==> src/rtl/reg_bus_arb2_if.sv <==
// Requester-side and target-side signals of the two-port reg_* arbiter.
// slave = arbiter view, master = requesters plus register target.
interface reg_bus_arb2_if #(
    parameter int ADDR_WIDTH = 32,
    parameter int DATA_WIDTH = 32,
    parameter int STRB_WIDTH = DATA_WIDTH / 8
);
    logic [1:0]              rq_valid;
    logic [1:0]              rq_we;
    logic [2*ADDR_WIDTH-1:0] rq_addr;
    logic [2*DATA_WIDTH-1:0] rq_wdata;
    logic [2*STRB_WIDTH-1:0] rq_wstrb;
    logic [1:0]              rq_done;
    logic [DATA_WIDTH-1:0]   rq_rdata;
    logic                    rq_okay;

    logic [ADDR_WIDTH-1:0]   reg_rd_addr;
    logic                    reg_rd_en;
    logic [DATA_WIDTH-1:0]   reg_rd_data;
    logic                    reg_rd_okay;
    logic [ADDR_WIDTH-1:0]   reg_wr_addr;
    logic [DATA_WIDTH-1:0]   reg_wr_data;
    logic [STRB_WIDTH-1:0]   reg_wr_strb;
    logic                    reg_wr_en;
    logic                    reg_wr_okay;

    modport slave (
        input  rq_valid, rq_we, rq_addr, rq_wdata, rq_wstrb,
        output rq_done, rq_rdata, rq_okay,
        output reg_rd_addr, reg_rd_en,
        input  reg_rd_data, reg_rd_okay,
        output reg_wr_addr, reg_wr_data, reg_wr_strb, reg_wr_en,
        input  reg_wr_okay
    );

    modport master (
        output rq_valid, rq_we, rq_addr, rq_wdata, rq_wstrb,
        input  rq_done, rq_rdata, rq_okay,
        input  reg_rd_addr, reg_rd_en,
        output reg_rd_data, reg_rd_okay,
        input  reg_wr_addr, reg_wr_data, reg_wr_strb, reg_wr_en,
        output reg_wr_okay
    );
endinterface

==> src/rtl/reg_bus_arb2.sv <==
// Round-robin arbiter letting two requesters share one reg_* target port.
// One transaction in flight; the target answers TGT_LAT cycles after en.
module reg_bus_arb2 #(
    parameter int ADDR_WIDTH = 32,
    parameter int DATA_WIDTH = 32,
    parameter int STRB_WIDTH = DATA_WIDTH / 8,
    parameter int TGT_LAT    = 1
) (
    input logic           clk,
    input logic           rst,
    reg_bus_arb2_if.slave bus
);
    localparam int CW = (TGT_LAT > 1) ? $clog2(TGT_LAT) : 1;

    typedef enum logic [1:0] {
        IDLE,
        ISSUE,
        WAIT,
        RESP
    } state_t;

    state_t                state;
    logic                  grant;
    logic                  last_grant;
    logic                  we_q;
    logic [CW-1:0]         cnt;

    logic [1:0]            done_q;
    logic [DATA_WIDTH-1:0] rdata_q;
    logic                  okay_q;
    logic [ADDR_WIDTH-1:0] rd_addr_q;
    logic                  rd_en_q;
    logic [ADDR_WIDTH-1:0] wr_addr_q;
    logic [DATA_WIDTH-1:0] wr_data_q;
    logic [STRB_WIDTH-1:0] wr_strb_q;
    logic                  wr_en_q;

    logic                  pick;
    logic                  sel_we;
    logic [ADDR_WIDTH-1:0] sel_addr;
    logic [DATA_WIDTH-1:0] sel_wdata;
    logic [STRB_WIDTH-1:0] sel_wstrb;

    // On a tie the port that did not win last time goes first.
    always_comb begin
        pick = bus.rq_valid[1];
        if (&bus.rq_valid) begin
            pick = ~last_grant;
        end
    end

    always_comb begin
        sel_we    = bus.rq_we[0];
        sel_addr  = bus.rq_addr[ADDR_WIDTH-1:0];
        sel_wdata = bus.rq_wdata[DATA_WIDTH-1:0];
        sel_wstrb = bus.rq_wstrb[STRB_WIDTH-1:0];
        if (pick) begin
            sel_we    = bus.rq_we[1];
            sel_addr  = bus.rq_addr[2*ADDR_WIDTH-1:ADDR_WIDTH];
            sel_wdata = bus.rq_wdata[2*DATA_WIDTH-1:DATA_WIDTH];
            sel_wstrb = bus.rq_wstrb[2*STRB_WIDTH-1:STRB_WIDTH];
        end
    end

    always_ff @(posedge clk or posedge rst) begin
        if (rst) begin
            state      <= IDLE;
            grant      <= 1'b0;
            last_grant <= 1'b1;
            we_q       <= 1'b0;
            cnt        <= '0;
            done_q     <= 2'b00;
            rdata_q    <= '0;
            okay_q     <= 1'b0;
            rd_addr_q  <= '0;
            rd_en_q    <= 1'b0;
            wr_addr_q  <= '0;
            wr_data_q  <= '0;
            wr_strb_q  <= '0;
            wr_en_q    <= 1'b0;
        end else begin
            unique case (state)
                IDLE: begin
                    if (|bus.rq_valid) begin
                        grant <= pick;
                        we_q  <= sel_we;
                        if (sel_we) begin
                            wr_addr_q <= sel_addr;
                            wr_data_q <= sel_wdata;
                            wr_strb_q <= sel_wstrb;
                            wr_en_q   <= 1'b1;
                        end else begin
                            rd_addr_q <= sel_addr;
                            rd_en_q   <= 1'b1;
                        end
                        state <= ISSUE;
                    end
                end
                ISSUE: begin
                    rd_en_q <= 1'b0;
                    wr_en_q <= 1'b0;
                    cnt     <= CW'(TGT_LAT - 1);
                    state   <= WAIT;
                end
                WAIT: begin
                    if (cnt == '0) begin
                        // A write completion reports zero read data.
                        if (we_q) begin
                            rdata_q <= '0;
                            okay_q  <= bus.reg_wr_okay;
                        end else begin
                            rdata_q <= bus.reg_rd_data;
                            okay_q  <= bus.reg_rd_okay;
                        end
                        last_grant <= grant;
                        done_q     <= grant ? 2'b10 : 2'b01;
                        state      <= RESP;
                    end else begin
                        cnt <= cnt - 1'b1;
                    end
                end
                RESP: begin
                    done_q <= 2'b00;
                    state  <= IDLE;
                end
                default: begin
                    state <= IDLE;
                end
            endcase
        end
    end

    assign bus.rq_done     = done_q;
    assign bus.rq_rdata    = rdata_q;
    assign bus.rq_okay     = okay_q;
    assign bus.reg_rd_addr = rd_addr_q;
    assign bus.reg_rd_en   = rd_en_q;
    assign bus.reg_wr_addr = wr_addr_q;
    assign bus.reg_wr_data = wr_data_q;
    assign bus.reg_wr_strb = wr_strb_q;
    assign bus.reg_wr_en   = wr_en_q;
endmodule

==> src/flat_wrapper.sv <==
// flat-port wrapper written by rule: the top's interface ports become plain ports
module reg_bus_arb2_flat 
#(
    parameter int ADDR_WIDTH = 32,
    parameter int DATA_WIDTH = 32,
    parameter int STRB_WIDTH = DATA_WIDTH / 8,
    parameter int TGT_LAT    = 1
)
  (clk, rst, bus_rq_valid, bus_rq_we, bus_rq_addr, bus_rq_wdata, bus_rq_wstrb, bus_rq_done, bus_rq_rdata, bus_rq_okay, bus_reg_rd_addr, bus_reg_rd_en, bus_reg_rd_data, bus_reg_rd_okay, bus_reg_wr_addr, bus_reg_wr_data, bus_reg_wr_strb, bus_reg_wr_en, bus_reg_wr_okay);
  reg_bus_arb2_if #(.ADDR_WIDTH(ADDR_WIDTH), .DATA_WIDTH(DATA_WIDTH), .STRB_WIDTH(STRB_WIDTH)) bus_i ();
  input logic clk;
  input logic rst;
  input wire logic [$bits(bus_i.rq_valid)-1:0] bus_rq_valid;
  input wire logic [$bits(bus_i.rq_we)-1:0] bus_rq_we;
  input wire logic [$bits(bus_i.rq_addr)-1:0] bus_rq_addr;
  input wire logic [$bits(bus_i.rq_wdata)-1:0] bus_rq_wdata;
  input wire logic [$bits(bus_i.rq_wstrb)-1:0] bus_rq_wstrb;
  output wire logic [$bits(bus_i.rq_done)-1:0] bus_rq_done;
  output wire logic [$bits(bus_i.rq_rdata)-1:0] bus_rq_rdata;
  output wire logic [$bits(bus_i.rq_okay)-1:0] bus_rq_okay;
  output wire logic [$bits(bus_i.reg_rd_addr)-1:0] bus_reg_rd_addr;
  output wire logic [$bits(bus_i.reg_rd_en)-1:0] bus_reg_rd_en;
  input wire logic [$bits(bus_i.reg_rd_data)-1:0] bus_reg_rd_data;
  input wire logic [$bits(bus_i.reg_rd_okay)-1:0] bus_reg_rd_okay;
  output wire logic [$bits(bus_i.reg_wr_addr)-1:0] bus_reg_wr_addr;
  output wire logic [$bits(bus_i.reg_wr_data)-1:0] bus_reg_wr_data;
  output wire logic [$bits(bus_i.reg_wr_strb)-1:0] bus_reg_wr_strb;
  output wire logic [$bits(bus_i.reg_wr_en)-1:0] bus_reg_wr_en;
  input wire logic [$bits(bus_i.reg_wr_okay)-1:0] bus_reg_wr_okay;
  assign bus_i.rq_valid = bus_rq_valid;
  assign bus_i.rq_we = bus_rq_we;
  assign bus_i.rq_addr = bus_rq_addr;
  assign bus_i.rq_wdata = bus_rq_wdata;
  assign bus_i.rq_wstrb = bus_rq_wstrb;
  assign bus_rq_done = bus_i.rq_done;
  assign bus_rq_rdata = bus_i.rq_rdata;
  assign bus_rq_okay = bus_i.rq_okay;
  assign bus_reg_rd_addr = bus_i.reg_rd_addr;
  assign bus_reg_rd_en = bus_i.reg_rd_en;
  assign bus_i.reg_rd_data = bus_reg_rd_data;
  assign bus_i.reg_rd_okay = bus_reg_rd_okay;
  assign bus_reg_wr_addr = bus_i.reg_wr_addr;
  assign bus_reg_wr_data = bus_i.reg_wr_data;
  assign bus_reg_wr_strb = bus_i.reg_wr_strb;
  assign bus_reg_wr_en = bus_i.reg_wr_en;
  assign bus_i.reg_wr_okay = bus_reg_wr_okay;
  reg_bus_arb2 #(.ADDR_WIDTH(ADDR_WIDTH), .DATA_WIDTH(DATA_WIDTH), .STRB_WIDTH(STRB_WIDTH), .TGT_LAT(TGT_LAT)) u_core (.clk(clk), .rst(rst), .bus(bus_i));
endmodule
==> config.mk <==
export PLATFORM = sky130hd
export DESIGN_NAME = reg_bus_arb2_flat
export DESIGN_NICKNAME = d
export VERILOG_FILES = /design/src/rtl/reg_bus_arb2_if.sv /design/src/rtl/reg_bus_arb2.sv /design/src/flat_wrapper.sv
export SDC_FILE = /design/constraint.sdc
export NUM_CORES = 1
export LEC_CHECK = 0
export ABC_AREA = 1
export CAP_MARGIN = 20
export CORE_UTILIZATION = 30
export CTS_CLUSTER_SIZE = 40
export DETAILED_ROUTE_END_ITERATION = 8
export PLACE_DENSITY = 0.66
export SETUP_SLACK_MARGIN = 0.02
export SKIP_LAST_GASP = 1
export SLEW_MARGIN = 20
export SYNTH_ARGS = -nofsm -noshare
export SYNTH_HDL_FRONTEND = slang
export SYNTH_SLANG_ARGS = --single-unit
==> constraint.sdc <==
create_clock -name clk -period 5.7 [get_ports clk]
set_input_delay 1.14 -clock clk [delete_from_list [all_inputs] [get_ports clk]]
set_output_delay 1.14 -clock clk [all_outputs]
set_load 0.01 [all_outputs]
==> tab_implementation.tex <==
\begin{tabular}{lr}
\hline
Metric & Value \\
\hline
\multicolumn{2}{l}{\textbf{Timing}} \\
\quad Final Hold Viols & 0 \\
\quad Fin. max-slew vios & 0 \\
\quad Setup-failing EPs final & 0 \\
\quad Final Skew & 0.00678 ns \\
\quad Fin worst setup slack & 1.99 ns \\
\quad Portion of the clock cycle consumed by the worst path in the final layout & 65.0\% \\
\quad Setup Total Neg Slack & 0 ns \\
\quad Tightest hold margin & 0.475 ns \\
\quad Shortest period the worst path allows & 3.71 ns \\
\quad Max Freq & 270 MHz \\
\quad Relative slew slack & 30.6\% \\
\quad RSZ-0062 raised after global routing & false \\
\quad Slew @ Worst Pin & 1.03 ns \\
\multicolumn{2}{l}{\textbf{Critical path}} \\
\quad Critical Path AT & 4.03 ns \\
\quad Critical path buffers and inverters & 3 \\
\quad Worst reg2reg setup slack & 2.67 ns \\
\quad Endpoint of the lowest-slack register-to-register path & u\_core.bus.reg\_rd\_addr[22] \\
\quad Category of cells accounting for the largest share of critical-path delay & buffers and inverters \\
\quad Critical Path Fanout Max & 38 \\
\quad Worst reg2reg path depth & 8 \\
\quad Critical-path cell list & clkdlybuf4s50\_1 -> nand2\_1 -> nand2\_2 -> buf\_4 -> nand2\_1 -> nand3\_2 -> buf\_4 -> nor2\_1 -> a21oi\_1 \\
\quad Slowest Stage Delay on Critical Path & 0.56 ns \\
\quad Worst reg2reg startpoint & u\_core.last\_grant \\
\quad Sort of element at the start of the critical path & primary input \\
\quad Cell with the biggest individual delay on the critical path & sky130\_fd\_sc\_hd\_\_nand2\_2 \\
\quad Kind of end point of the critical path & flop \\
\quad Req. time, crit path & 6.03 ns \\
\quad Setup Crit Path Kind & primary input to flop \\
\multicolumn{2}{l}{\textbf{Clock network}} \\
\quad Number of buffers added by the clock tree synthesis step & 17 \\
\quad Clock slew seen by the registers of the worst setup and hold paths & 0.06 ns \\
\quad TritonCTS clock tree & yes \\
\quad Number of gates resized after CTS & 0 \\
\quad CTS sink count & 142 \\
\quad Clock Tree Root & sky130\_fd\_sc\_hd\_\_clkbuf\_16 \\
\quad \# hold bufs at CTS & 0 \\
\quad H-tree depth & 4 \\
\quad Postcts setup bufs & 0 \\
\quad Clock insertion delay at the later pin of the skew report & 0.41 ns \\
\quad Max Root-Sink Buffers & 2 \\
\multicolumn{2}{l}{\textbf{Synthesis}} \\
\quad Post-Syn Area & 6380 um\^{}2 \\
\quad Number of warning messages in the yosys log & 0 \\
\quad Distinct cell type count of the synthesized netlist & 20 \\
\quad Register bit total from synthesis & 142 \\
\quad Post-synth net total & 1,024 \\
\quad Cell types occupying the most area after synthesis & sky130\_fd\_sc\_hd\_\_dfrtp\_1 55\%, sky130\_fd\_sc\_hd\_\_nand2\_1 29\%, sky130\_fd\_sc\_hd\_\_nand3\_1 2.7\%, sky130\_fd\_sc\_hd\_\_a21oi\_1 2.6\%, sky130\_fd\_sc\_hd\_\_inv\_1 2.5\% \\
\quad Sequential-to-total area share from yosys stat & 55.7\% \\
\quad Number of instances in the synthesized netlist & 843 \\
\quad Post-synth top area share & 55.3\% \\
\quad Post-synth top area cell & sky130\_fd\_sc\_hd\_\_dfrtp\_1 \\
\quad Syn\_area\_per\_cell & 7.57 um\^{}2 \\
\multicolumn{2}{l}{\textbf{Place}} \\
\quad Worst slack, placed & 1.58 ns \\
\quad Total instance count after detailed placement & 1,388 \\
\quad Buffers on Ports & 312 \\
\quad Placed wire-length estimate & 14,200 um \\
\quad Final weighted congestion in routability-driven placement & 0.797 \\
\multicolumn{2}{l}{\textbf{Global route}} \\
\quad Overflow left after global routing & 0 \\
\quad Global routing usage summed across all routing layers & 18.6\% \\
\quad Initial antenna violation count & 1 \\
\quad Maximum number of pins on one net before global-route repair & 75 \\
\quad Number of global-route vias before repair & 6,070 \\
\quad Wire length of the first global-routing pass & 31,500 um \\
\multicolumn{2}{l}{\textbf{Detailed routing}} \\
\quad Final ANT Viol Nets & 0 \\
\quad Routed vias/inst & 4.38 \\
\quad 1st-iter DRT viols & 297 \\
\quad Routed wire length & 20,200 um \\
\quad Via Count & 6,218 \\
\quad Number of remaining DRC errors & 0 \\
\quad Post-DR wirelength/cell & 14.2 um \\
\quad First-pass iteration count of the detailed router & 4 \\
\multicolumn{2}{l}{\textbf{Layout}} \\
\quad Area growth from synthesis to layout & 61.2\% \\
\quad Share of cells above drive strength 1 & 4.17\% \\
\quad Final net count & 1,318 \\
\quad Fill cell instance count of the final layout & 1,980 \\
\quad Count of placed standard cells in the final layout, fillers left out & 1,421 \\
\multicolumn{2}{l}{\textbf{Die}} \\
\quad Standard cell core area & 20,600 um\^{}2 \\
\quad \# IOs & 313 \\
\quad Die Wd & 148 um \\
\quad Standard-cell row count & 52 \\
\quad Height of the chip & 148 um \\
\quad Die ar. & 21,900 um\^{}2 \\
\quad Starting Density & 31.0\% \\
\multicolumn{2}{l}{\textbf{Min path}} \\
\quad Worst min-delay path category & flop to flop \\
\quad Cell depth of the worst min-delay path & 2 \\
\quad Hold Path End & u\_core.bus.reg\_wr\_data[8] \\
\quad Source of the worst hold timing path & u\_core.bus.reg\_wr\_data[8] \\
\multicolumn{2}{l}{\textbf{Run status}} \\
\quad Result of the run & finished, final reports clean \\
\multicolumn{2}{l}{\textbf{Power and ir drop}} \\
\quad Static power due to leakage & 5.21 nW \\
\quad Worst supply voltage drop on vdd & 0.000217 V \\
\quad P per Cell Area & 492 nW/um\^{}2 \\
\multicolumn{2}{l}{\textbf{Job}} \\
\quad Number of maximum-capacitance violations & 0 \\
\hline
\end{tabular}
==> cell usage after synthesis <==
cell type                  count
sky130_fd_sc_hd__dfstp_2       1
sky130_fd_sc_hd__clkinv_1      2
sky130_fd_sc_hd__buf_4         3
sky130_fd_sc_hd__nor2_2        1
sky130_fd_sc_hd__nand3_2       1
sky130_fd_sc_hd__nand3_1      35
sky130_fd_sc_hd__inv_1        42
sky130_fd_sc_hd__buf_6         1
sky130_fd_sc_hd__nand2_2       1
sky130_fd_sc_hd__buf_1         7
sky130_fd_sc_hd__ha_1          5
sky130_fd_sc_hd__o21ai_0       8
sky130_fd_sc_hd__a21oi_1      33
sky130_fd_sc_hd__dfrtp_1     141
sky130_fd_sc_hd__clkbuf_1     17
sky130_fd_sc_hd__nand2_1     490
sky130_fd_sc_hd__nor2_1       35
sky130_fd_sc_hd__nor3b_1       1
sky130_fd_sc_hd__inv_2         2
sky130_fd_sc_hd__buf_2        17
==> area by class of cell <==
type / instances / area [um^2] / area share (%)
flip-flops and latches: 142 / 3550 / 34.6
repair buffers: 320 / 3180 / 31.0
multi-input cells: 610 / 2460 / 23.9
clock buffers: 18 / 439 / 4.27
well taps: 270 / 338 / 3.29
inverters: 46 / 180 / 1.75
clock inverters: 14 / 129 / 1.25
diodes: 1 / 2.50 / 0.0243
==> flip-flops by register name (all words and copies together), names as in the netlist <==
name	cells
u_core.bus.reg_wr_en	1
u_core.state	2
u_core.bus.reg_wr_strb	4
u_core.grant	1
u_core.bus.reg_rd_addr	32
u_core.bus.rq_okay	1
u_core.bus.rq_rdata	32
u_core.last_grant	1
u_core.we_q	1
u_core.bus.reg_wr_addr	32
u_core.bus.reg_wr_data	32
u_core.bus.rq_done	2
u_core.bus.reg_rd_en	1
==> how the worst max path moves through the flow <==
stage                     depth (start not counted)  slack [ns]                    endpoint       startpoint
after floorplan                                   1        0.75   u_core.bus.reg_rd_addr[0]              rst
after global placement                            9        1.69  u_core.bus.reg_rd_addr[26]  bus_rq_valid[0]
after detailed placement                          9        1.58  u_core.bus.reg_rd_addr[23]  bus_rq_valid[0]
after CTS                                         9        2.00  u_core.bus.reg_rd_addr[22]  bus_rq_valid[0]
after global routing                              9        1.73  u_core.bus.reg_rd_addr[22]  bus_rq_valid[0]
final                                             9        1.99  u_core.bus.reg_rd_addr[22]  bus_rq_valid[0]
==> through the flow <==
stage	power (mW)	instance area [um^2]	util [%]
finish	5.05	10300	50.0
global route	5.42	10300	50.0
CTS	5.13	10300	50.0
detailed placement	4.04	9710	47.2
global placement	4.01	9710	47.2
floorplan	2.75	6380	-
==> routing by layer <==
metal  GRT usage (%)  share of wire, %
met5               0                 0
met1            22.0                42
met2            32.2                49
met3            4.88               6.1
met4            7.22               2.2
==> cells in the final DEF (no fill, tap or decap), types with 2 or more instances in the layout <==
master / Yosys / layout
sky130_fd_sc_hd__nor2_1: 35 / 35
sky130_fd_sc_hd__clkinvlp_4: 0 / 2
sky130_fd_sc_hd__clkdlybuf4s50_1: 0 / 312
sky130_fd_sc_hd__clkinv_4: 0 / 5
sky130_fd_sc_hd__dfrtp_1: 141 / 141
sky130_fd_sc_hd__nand3_1: 35 / 34
sky130_fd_sc_hd__clkinv_1: 2 / 2
sky130_fd_sc_hd__clkbuf_16: 0 / 17
sky130_fd_sc_hd__inv_8: 0 / 2
sky130_fd_sc_hd__ha_1: 5 / 5
sky130_fd_sc_hd__inv_1: 42 / 41
sky130_fd_sc_hd__inv_6: 0 / 4
sky130_fd_sc_hd__nand2_1: 490 / 490
sky130_fd_sc_hd__buf_4: 3 / 8
sky130_fd_sc_hd__a21oi_1: 33 / 33
sky130_fd_sc_hd__o21ai_0: 8 / 8
==> logic make-up (layout without fill, tap and decap cells) <==
family	count (synthesis)	count (layout)	synth area share (%)
compound gates	41	41	3.22
fa+ha+maj	5	5	0.981
buf+inv	91	398	5.98
flops	142	142	55.7
other cells	0	1	0
simple gates	564	564	34.1
==> power breakdown <==
group          total (mW)  switching [mW]  leakage (nW)  internal [mW]
clock                1.05           0.468         0.274          0.584
sequential           1.71           0.241          1.74           1.47
combinational        2.30            1.16          3.19           1.13
==> worst min-delay path, stage by stage, from the launching register on <==
cell                      delay [ns]
sky130_fd_sc_hd__dfrtp_1        0.34
sky130_fd_sc_hd__nand2_1        0.05
sky130_fd_sc_hd__nand2_1        0.05
(Power assumes the default switching activity.)
